[src/rtl/pwm_cmd_ramp.sv]
// pwm_cmd_ramp: throttle command intake, clamp, slew limiting and
// arm/run/failsafe sequencing in front of the motor PWM generator.
module pwm_cmd_ramp #(
  parameter int TICK_CYCLES   = 50000,
  parameter int STEP          = 500,
  parameter int MIN_WIDTH     = 50000,
  parameter int MAX_WIDTH     = 100000,
  parameter int PERIOD        = 1000000,
  parameter int ARM_TICKS     = 2000,
  parameter int TIMEOUT_TICKS = 250
) (
  input  logic        clk,
  input  logic        reset,
  input  logic        arm,
  input  logic        cmd_valid,
  output logic        cmd_ready,
  input  logic [23:0] cmd_width,
  output logic [23:0] time_work,
  output logic [23:0] period,
  output logic [1:0]  state,
  output logic        failsafe,
  output logic        at_target
);

  localparam logic [1:0] S_DISARMED = 2'd0;
  localparam logic [1:0] S_ARMING   = 2'd1;
  localparam logic [1:0] S_RUN      = 2'd2;
  localparam logic [1:0] S_FAILSAFE = 2'd3;

  localparam int TW = $clog2(TICK_CYCLES + 1);
  localparam int AW = $clog2(ARM_TICKS + 1);
  localparam int OW = $clog2(TIMEOUT_TICKS + 1);

  localparam logic [23:0] MIN_W    = 24'(MIN_WIDTH);
  localparam logic [23:0] MAX_W    = 24'(MAX_WIDTH);
  localparam logic [23:0] STEP_W   = 24'(STEP);
  localparam logic [23:0] PERIOD_W = 24'(PERIOD);

  logic [TW-1:0] tick_cnt;
  logic [AW-1:0] arm_cnt, arm_cnt_n;
  logic [OW-1:0] to_cnt, to_cnt_n;
  logic [23:0]   target, target_n;
  logic [23:0]   tw_n, clamped, ramp;
  logic [1:0]    state_n;
  logic          fs_n, tick, accept;

  assign tick   = tick_cnt == TW'(TICK_CYCLES - 1);
  assign accept = cmd_valid & cmd_ready;

  always_comb begin
    clamped = cmd_width;
    if (cmd_width < MIN_W)
      clamped = MIN_W;
    else if (cmd_width > MAX_W)
      clamped = MAX_W;
  end

  // Target is pre-clamped, so stopping at target never over/underflows.
  always_comb begin
    ramp = time_work;
    if (time_work < target)
      ramp = (target - time_work > STEP_W)
           ? time_work + STEP_W : target;
    else if (time_work > target)
      ramp = (time_work - target > STEP_W)
           ? time_work - STEP_W : target;
  end

  always_comb begin
    state_n   = state;
    tw_n      = time_work;
    target_n  = target;
    fs_n      = failsafe;
    arm_cnt_n = arm_cnt;
    to_cnt_n  = to_cnt;
    if (!arm) begin
      state_n  = S_DISARMED;
      tw_n     = '0;
      target_n = MIN_W;
      fs_n     = 1'b0;
    end else begin
      unique case (state)
        S_DISARMED: begin
          state_n   = S_ARMING;
          arm_cnt_n = '0;
          tw_n      = MIN_W;
          target_n  = MIN_W;
        end
        S_ARMING: begin
          tw_n = MIN_W;
          if (tick) begin
            if (arm_cnt == AW'(ARM_TICKS - 1)) begin
              state_n  = S_RUN;
              to_cnt_n = '0;
            end else begin
              arm_cnt_n = arm_cnt + 1'b1;
            end
          end
        end
        S_RUN, S_FAILSAFE: begin
          if (tick)
            tw_n = ramp;
          // A command on the timeout tick wins and restarts the count.
          if (accept) begin
            state_n  = S_RUN;
            target_n = clamped;
            fs_n     = 1'b0;
            to_cnt_n = '0;
          end else if (tick && state == S_RUN) begin
            if (to_cnt == OW'(TIMEOUT_TICKS - 1)) begin
              state_n  = S_FAILSAFE;
              target_n = MIN_W;
              fs_n     = 1'b1;
            end else begin
              to_cnt_n = to_cnt + 1'b1;
            end
          end
        end
      endcase
    end
  end

  always_ff @(posedge clk) begin
    if (reset) begin
      tick_cnt  <= '0;
      arm_cnt   <= '0;
      to_cnt    <= '0;
      state     <= S_DISARMED;
      time_work <= '0;
      period    <= '0;
      target    <= MIN_W;
      failsafe  <= 1'b0;
      at_target <= 1'b0;
      cmd_ready <= 1'b0;
    end else begin
      tick_cnt  <= tick ? '0 : tick_cnt + 1'b1;
      arm_cnt   <= arm_cnt_n;
      to_cnt    <= to_cnt_n;
      state     <= state_n;
      time_work <= tw_n;
      period    <= PERIOD_W;
      target    <= target_n;
      failsafe  <= fs_n;
      at_target <= (state_n == S_RUN) && (tw_n == target_n);
      cmd_ready <= 1'b1;
    end
  end

endmodule

[config.mk]
export PLATFORM = sky130hd
export DESIGN_NAME = pwm_cmd_ramp
export DESIGN_NICKNAME = d
export VERILOG_FILES = /design/src/rtl/pwm_cmd_ramp.sv
export SDC_FILE = /design/constraint.sdc
export NUM_CORES = 1
export LEC_CHECK = 0
export ABC_AREA = 1
export BUFFER_PORTS_ARGS = -buffer_cell sky130_fd_sc_hd__clkbuf_2
export CORE_MARGIN = 2
export CORE_UTILIZATION = 30
export DETAILED_ROUTE_END_ITERATION = 16
export SLEW_MARGIN = 0
export SYNTH_ARGS = -nofsm -noshare
export SYNTH_HDL_FRONTEND = slang
export SYNTH_SLANG_ARGS = --single-unit
[constraint.sdc]
create_clock -name clk -period 4.2 [get_ports clk]
set_input_delay 0.84 -clock clk [delete_from_list [all_inputs] [get_ports clk]]
set_output_delay 0.84 -clock clk [all_outputs]
set_load 0.005 [all_outputs]
# Word level (Yosys, flattened, before mapping)
# Cells that the tools add are included.
# Widths: inputs -> output; s select.
# totals
latch_bits	0
rom_bits	0
ramBits	0
memories	0
reg_bits	112
inputBits	28
# classes
addsub	7
muxes	35
reduce_logical	14
bitwise	2
mul	0
n_eq_ne	13
shifts	0
magnitude_cmp	6
div_mod_pow	0
# op_table
operator	count
$mux 24	12
$pmux 24 s2	2
$gt 24x9->1 const B	2
$sub 24x24->24	2
$mux 8	5
$add 24x9->24 const B	1
$eq 24x24->1	1
$gt 24x17->1 const B	1
$gt 24x24->1	1
$lt 24x16->1 const B	1
$lt 24x24->1	1
$sub 24x9->24 const B	1
$mux 11	2
$pmux 11 s2	1
$mux 20	1
$add 16x1->16 const B	1
$eq 16x16->1 const B	1
$pmux 8 s2	1
$mux 2	6
$add 11x1->11 const B	1
$eq 11x11->1 const B	1
$add 8x1->8 const B	1
$eq 8x8->1 const B	1
$reduce_bool 2->1	4
14 further kinds	26

# Logic depth before layout (Yosys ltp)
# Gate-level depths: netlist (run 1).
# depth
depth_word	10
mapped_depth	31

# Worst setup path after synthesis (run 1)
# OpenSTA, ideal clock, no wires.
# synth_path
path_kind	register -> register
from	register time_work[13]
to	register at_target
synth_period_minus_slack_ns	3.137
path_stages_with_launch	27
arrival_ns	3.075
t_required_ns	4.138
path_slack_ns	1.063
setup_ns	0.062
cell_sequence	dfxtp_1 -> clkbuf_1 -> inv_1 -> ha_1 -> nand2_1 -> nor2_2 -> nand2_1 -> nor2_2 -> nand2_1 -> nand3_1 -> nand2_1 -> nand2_1 -> nand2_1 -> nor2_1 -> nand2_1 -> nor2_8 -> buf_6 -> nand3_1 -> nand3_1 -> nand3_1 -> nand2_1 -> nand2_1 -> nand2_1 -> nand2_1 -> nor2_1 -> nand3_1 -> nor2_2
# synth_via
elab_chain_cells	10
# synth_lines
element	line	source
from (decl)	18	output logic [23:0] time_work,
from (signal assigned)	140	time_work <= tw_n;
$sub 24x24->24	65	ramp = (time_work - target > STEP_W)
$gt 24x9->1	65	
$mux 24	66	? time_work - STEP_W : target;
$mux 24	64	else if (time_work > target)
$mux 24	61	if (time_work < target)
$mux 24 *	101	if (tick)
$pmux 24 s2 *	82	unique case (state)
$mux 24 *	76	if (!arm) begin
$eq 24x24->1 *	144	at_target <= (state_n == S_RUN) && (tw_n == target_n);
$logic_and 1x1->1 *	144	
to (signal assigned)	144	
to (decl)	22	output logic at_target
# Mark *: on every way between the ends. The rest lies on a longest branch, timed or not.
# A chain may end at the register's enable or synchronous reset.

# Worst setup path after layout (run 1)
# layout_path
from	register target[0]
to	register at_target
# layout_via
elab_chain_cells	10
# layout_lines
element	line	source
from (decl)	42	logic [23:0] target, target_n;
from (signal assigned)	142	target <= target_n;
$sub 24x24->24	65	
$gt 24x9->1	65	
$mux 24	66	
$mux 24	64	
$mux 24	61	
$mux 24	101	
$pmux 24 s2	82	
$mux 24	76	
$eq 24x24->1 *	144	
$logic_and 1x1->1 *	144	
# Marks and branches as above.

==> results.md, run 1 <==
* Reg clk slew, reported paths at 0.07 ns
* Die height at 187 um
* Status: finished clean
* Clk root buf: clkbuf_16
* Cell Rows at 66
* Highest clock rate at 254 MHz
* Top cell by count, worst path: nand2_1
* Share of post-route cells with drive strength above 1 at 9.94%
* Mapped Cells at around 1,800
* DP Worst Slack at 0.156 ns
* Setup ws final at about 0.27 ns
* Num CTS Buffers at 9
* DRT iter0 DRCs at about 830
* Critical Path Start Type: flip-flop
* Top cell family by delay on the critical path: simple AND/OR/NAND/NOR gates
* Library cells used by synthesis at 45
* CTS max path bufs at 2
* TNS Setup at 0 ns
* First-pass GRT wire length at ~58,000 um
* Hold wc startpoint: to_cnt[7]
* YS warnings at 0
* Power per Cell Area at 168 nW/um2
* Util after Layout at about a third
* Die ar. at 34,900 um2
* Post-synthesis cell area at approximately 10,000 um2
* Cells taking the most area after synthesis: nand2_1 (21%), dfxtp_1 (18%), nand3_1 (11%)
* # fillers at around 3,700
* Clock Skew at 0.0143 ns
* Die W at approximately 190 um
* Hold Slack at 0.460 ns
* Asr flop ratio synth at 0%
* Hold Fails Final Rpt at 0
* Register bit total from synthesis at 88
* EDFF count, synth at 0
* R2r worst-path depth at 28
* Crit-path max cell delay at 0.41 ns
* Commonest cells post-synth: nand2_1 (565), inv_1 (265), nand3_1 (230)
* Critical path buffers and inverters at 5
* Antenna-violating nets left at 0
* CP Class: flip-flop to flip-flop
* Ys flop type: dfxtp_1
* Vias in the first global route at 10,800
* Reg2reg end: at_target
* Cell area after layout at between 10,000 and 15,000 um2
* Synth top area share at 21.2%
* IO Pins at 81
* CP Capture Type: flip-flop
* # nets final at 1,969
* WHS Endpoint: to_cnt[7]
* Worst-skew pair later-pin latency at ~0.36 ns
* Syn Area/Cell at 5.53 um2
* Largest net degree at the start of global routing at a little over 40
* Overflow left after global routing at 0
* Final setup vio count at 0
* CTS H-tree lvls at 3
* Max_cap viols at 0
* FF-to-FF Start: target[0]
* Initial Util at a little under a third
* Tightest Pin Transition at 1.06 ns
* Count of input and output buffers at 63
* Post-Place Cell Area at 11,000 um2
* Rel. slew slack at 28.5%
* All-Layer GR Usage at 20.7%
* Area occupied by multi-input gates at just under 7000 um2
* Core area at 32,700 um2
* Crit. Startpoint: target[0]
* Hpwl dp at 30,300 um
* Area leader, netlist: nand2_1
* R2r setup slk at 0.27 ns
* Critical path arrival at between 4 and 5 ns
* First-pass detailed-route iteration total at 9
* Peak VDD IR at 0.187 mV
* Count leader, synth: nand2_1
* Pleak at 5.71 nW
* Worst hold stages at 1
* Routability cong. at 0.952
* Final wirelength at 36,900 um
* FF+latch area at 1760 um2
* Vias per cell at 5.03
* Initial antenna violation count at 0
* Crit path max fanout at 13
* Register area share after synthesis at between 15 and 20%
* Ant diodes at 0
* Vias at 11,700
* Worst path slowest cell: fa_1
* Min cycle time layout at 3.93 ns
* WL per Instance at 15.8 um
* Fin. max-slew vios at 0
* P&R area growth vs syn at 12.8%
* CP required at approximately 4.5 ns
* HP Class: flip-flop to flip-flop
* Final period utilization at between 90% and 100%
* DRC Markers at 0
* Clock sink count at 88
* CTS tree: done
[cells by family (layout without fill, tap and decap cells)]
| family | count (synthesis) | after routing | share of synthesized area [%] |
|---|---|---|---|
| AO/OA/AOI/OAI | 193 | 193 | 10.6 |
| XOR/XNOR | 41 | 41 | 3.58 |
| adder cells (fa/ha/maj) | 54 | 54 | 6.82 |
| buffers and inverters | 360 | 422 | 14.8 |
| flip-flops | 88 | 88 | 17.6 |
| other | 1 | 17 | 0.0374 |
| AND/OR/NAND/NOR | 1077 | 1077 | 46.6 |
[repair_timing]
action,CTS,global route
endpoints found under the setup margin,0,1
buffers inserted,0,3
gates resized for setup,0,12
hold buffers,0,0
[layer usage]
layer  track usage [%]  share of wire [%]  vias to the layer above
li1                  -                  -                     5889
met1              27.7                 44                     5267
met2              33.3                 44                      505
met3              2.69                7.8                       77
met4              9.00                3.9                        0
met5                 0                  0                        -
[cells in the final DEF (no fill, tap or decap), drive strengths merged, types with 2 or more instances in the layout]
| cell type | netlist | layout |
|---|---|---|
| clkinv | 10 | 12 |
| nand4 | 37 | 37 |
| nor4 | 10 | 10 |
| a21oi | 103 | 103 |
| o31ai | 10 | 10 |
| o21ai | 50 | 50 |
| xor2 | 40 | 40 |
| ha | 53 | 53 |
| clkbuf | 26 | 74 |
| nand3b | 6 | 6 |
| a31oi | 9 | 9 |
| o22ai | 2 | 2 |
| clkinvlp | 0 | 2 |
| nor2 | 176 | 176 |
| a211oi | 2 | 2 |
| o21bai | 4 | 4 |
| nand3 | 231 | 231 |
| buf | 42 | 51 |
| nor3b | 6 | 6 |
| nand2 | 577 | 577 |
| o2111ai | 2 | 2 |
| nor3 | 29 | 29 |
| a22oi | 6 | 6 |
| dfxtp | 88 | 88 |
| inv | 282 | 283 |
| and2 | 2 | 2 |
| conb | 1 | 17 |
| and3 | 3 | 3 |
[worst reg2reg max path, delay by kind of cell (launching register included)]
family	cells	cell delay, ns
AND/OR/NAND/NOR	21	2.10
buffers and inverters	5	0.71
adder cells (fa/ha/maj)	2	0.66
flip-flops	1	0.39
[worst max-delay path by stage]
stage | to | slack, ns | depth (start not counted)
2_1_floorplan | at_target | 1.06 | 26
3_3_place_gp | at_target | 0.06 | 29
3_5_place_dp | at_target | 0.16 | 29
4_1_cts | at_target | 0.11 | 29
5_1_grt | at_target | -0.0007 | 27
6_report | at_target | 0.27 | 28
[where the power goes]
part           switching (mW)  internal (mW)
combinational           0.182         0.0840
clock                   0.369          0.422
sequential            0.00588          0.841
total                   0.557           1.35
[state kept, by name (all words and copies together), names as in the netlist]
signal,cells
arm_cnt,11
at_target,1
failsafe,1
period,1
state,2
target,24
tick_cnt,16
time_work,24
to_cnt,8
[per-stage QoR]
stage               std cells  total power [mW]
global route             2334              1.99
CTS                      2331              1.92
finish                   2334              1.90
global placement         2315              1.13
detailed placement       2315              1.13
floorplan                1830              1.05
[area by class of cell]
type | instances | area share (%)
clock buffer | 11 | 2.15
inverter | 292 | 9.70
clock inverter | 5 | 0.354
sequential | 88 | 15.6
timing repair buffer | 114 | 6.43
multi-input combinational | 1382 | 60.9
tap | 442 | 4.89
Power figures use the tool's default switching activity.
==> inputs of run 2 (changes only) <==
Settings changed: CORE_UTILIZATION 30 to 35.
==> run 2 against run 1 <==
Compared with the run above: setup slack better by 0.018 ns; sequential cell count is the same; combinational power is essentially flat; register-to-register slack better by 0.02 ns; global-route usage is 3.2 points higher; clock skew decreased by 0.0041 ns; cell count is 2.8% lower; critical path type unchanged; largest cell class unchanged.
==> results.md, run 2 (synthesized netlist as in run 1, its figures left out) <==
* RSZ-0062 raised after global routing: false
* Initial Util at 35.8%
* Routability cong. at 0.995
* Critical path arrival at 4.19 ns
* Crit path max fanout at 19
* R2r setup slk at just under 0.3 ns
* P&R area growth vs syn at 11.8%
* HP Class: flip-flop to flip-flop
* Antenna-violating nets left at 0
* Initial antenna violation count at 0
* Vias per cell at 5.19
* Top cell family by delay on the critical path: simple AND/OR/NAND/NOR gates
* Largest net degree at the start of global routing at 41
* CTS max path bufs at 2
* Util after Layout at 40.0%
* Non-filler cells, final at 2,269
* Worst hold stages at 1
* Ant diodes at 0
* Count of input and output buffers at 63
* # nets final at 1,968
* Commonest cells after routing, fill and taps aside: nand2_1 (565), inv_1 (265), nand3_1 (230)
* Pleak at 5.69 nW
* Cell Rows at slightly above 60
* Clock Skew at 0.0102 ns
* First-pass GRT wire length at 57,900 um
* Area occupied by multi-input gates at 6860 um2
* Clock sink count at 88
* Critical Path Start Type: flip-flop
* Final wirelength at 36,700 um
* Clk root buf: clkbuf_16
* R2r worst-path depth at 26
* Worst-skew pair later-pin latency at 0.35 ns
* Worst path slowest cell: ha_1
* Status: finished clean
* Vias at 11,800
* Share of post-route cells with drive strength above 1 at 9.89%
* CTS H-tree lvls at 3
* WHS Endpoint: tick_cnt[0]
* FF+latch area at between 1500 and 2000 um2
* CTS tree: done
* Reg clk slew, reported paths at 0.07 ns
* Final period utilization at between 90 and 100%
* Final setup vio count at 0
* Min cycle time layout at 3.91 ns
* All-Layer GR Usage at approximately a quarter
* Die ar. at 30,000 um2
* DRC Markers at 0
* Fin. max-slew vios at 0
* Max_cap viols at 0
* Tightest Pin Transition at 0.814 ns
* Overflow left after global routing at 0
* TNS Setup at 0 ns
* Biggest regs: target (24), time_work (24), tick_cnt (16)
* Hold Fails Final Rpt at 0
* Placed cell count at 2,252
* DP Worst Slack at 0.324 ns
* Rel. slew slack at 45.6%
* DRT iter0 DRCs at 1,010
* IO Pins at 81
* CP Class: flip-flop to flip-flop
* Top cell by count, worst path: nand2_1
* Power Total at 1.91 mW
* Die height at 173 um
* Critical path buffers and inverters at 4
* Setup ws final at ~0.29 ns
* Highest clock rate at 256 MHz
* Core area at ~28,000 um2
* Peak VDD IR at between 0.15 and 0.2 mV
* Power per Cell Area at 170 nW/um2
* Reg2reg end: at_target
* Most common cell after layout, fill and taps aside: nand2_1
* # fillers at 3,121
* Num CTS Buffers at 9
* CP Capture Type: flip-flop
* Hold wc startpoint: tick_cnt[0]
* Die W at 173 um
* First-pass detailed-route iteration total at 6
* Vias in the first global route at about 11,000
* CP required at between 4 and 5 ns
* Crit-path max cell delay at approximately 0.37 ns
* Hpwl dp at 29,900 um
* WL per Instance at 16.2 um
* FF-to-FF Start: time_work[10]
==> run 2: cell count changes in the layout (fill, tap and decap cells not counted), sizes merged <==
cell / change
clkinv: +1
clkbuf: -1
buf: -1
==> run 2: metrics by stage <==
stage | hold slack, ns | cell area [um2]
6_report | 0.451 | 11200
5_1_grt | 0.484 | 11200
3_3_place_gp | 0.432 | 10900
4_1_cts | 0.457 | 11200
3_5_place_dp | 0.444 | 10900
2_1_floorplan | 0.418 | 10100
==> run 2: what timing repair did <==
item,CTS,global route
endpoints found under the setup margin,0,1
buffers inserted,0,1
gates resized for setup,0,9
hold endpoints to repair,0,0
hold buffers,0,0
==> run 2: area by class of cell <==
cell class	instances	area share, %
multi-input combinational	1382	61.2
tap	378	4.22
sequential	88	15.7
clock inverter	6	0.469
inverter	292	9.79
timing repair buffer	113	6.50
clock buffer	10	2.04
==> run 2: power by group <==
part,switching [mW],internal (mW)
sequential,0.00562,0.841
combinational,0.183,0.0837
clock,0.383,0.411
==> run 2: layer usage <==
| metal | share of wire (%) | track usage [%] | wire [um] | vias to the layer above |
|---|---|---|---|---|
| met5 | 0 | 0 | 0 | - |
| li1 | - | - | - | 5896 |
| met2 | 45 | 40.0 | 16700 | 553 |
| met4 | 3.2 | 8.62 | 1180 | 0 |
| met3 | 8.7 | 3.53 | 3180 | 85 |
| met1 | 43 | 31.2 | 15700 | 5253 |
==> run 2: worst max-delay path by stage <==
stage,startpoint,to,slack (ns),cells after the start
finish,time_work[10],at_target,0.29,26
global route,time_work[1],at_target,0.004,27
CTS,time_work[17],at_target,0.27,26
detailed placement,time_work[17],at_target,0.32,26
global placement,time_work[11],at_target,0.29,24
floorplan,time_work[13],at_target,1.06,26
==> run 2: worst reg2reg max path: cells and delay by family (launching register included) <==
family / cells / cell delay [ns]
adders and majority gates: 1 / 0.38
and+or+nand+nor: 20 / 2.09
AOI/OAI and AO/OA: 1 / 0.31
buffers and inverters: 4 / 0.72
DFF: 1 / 0.35
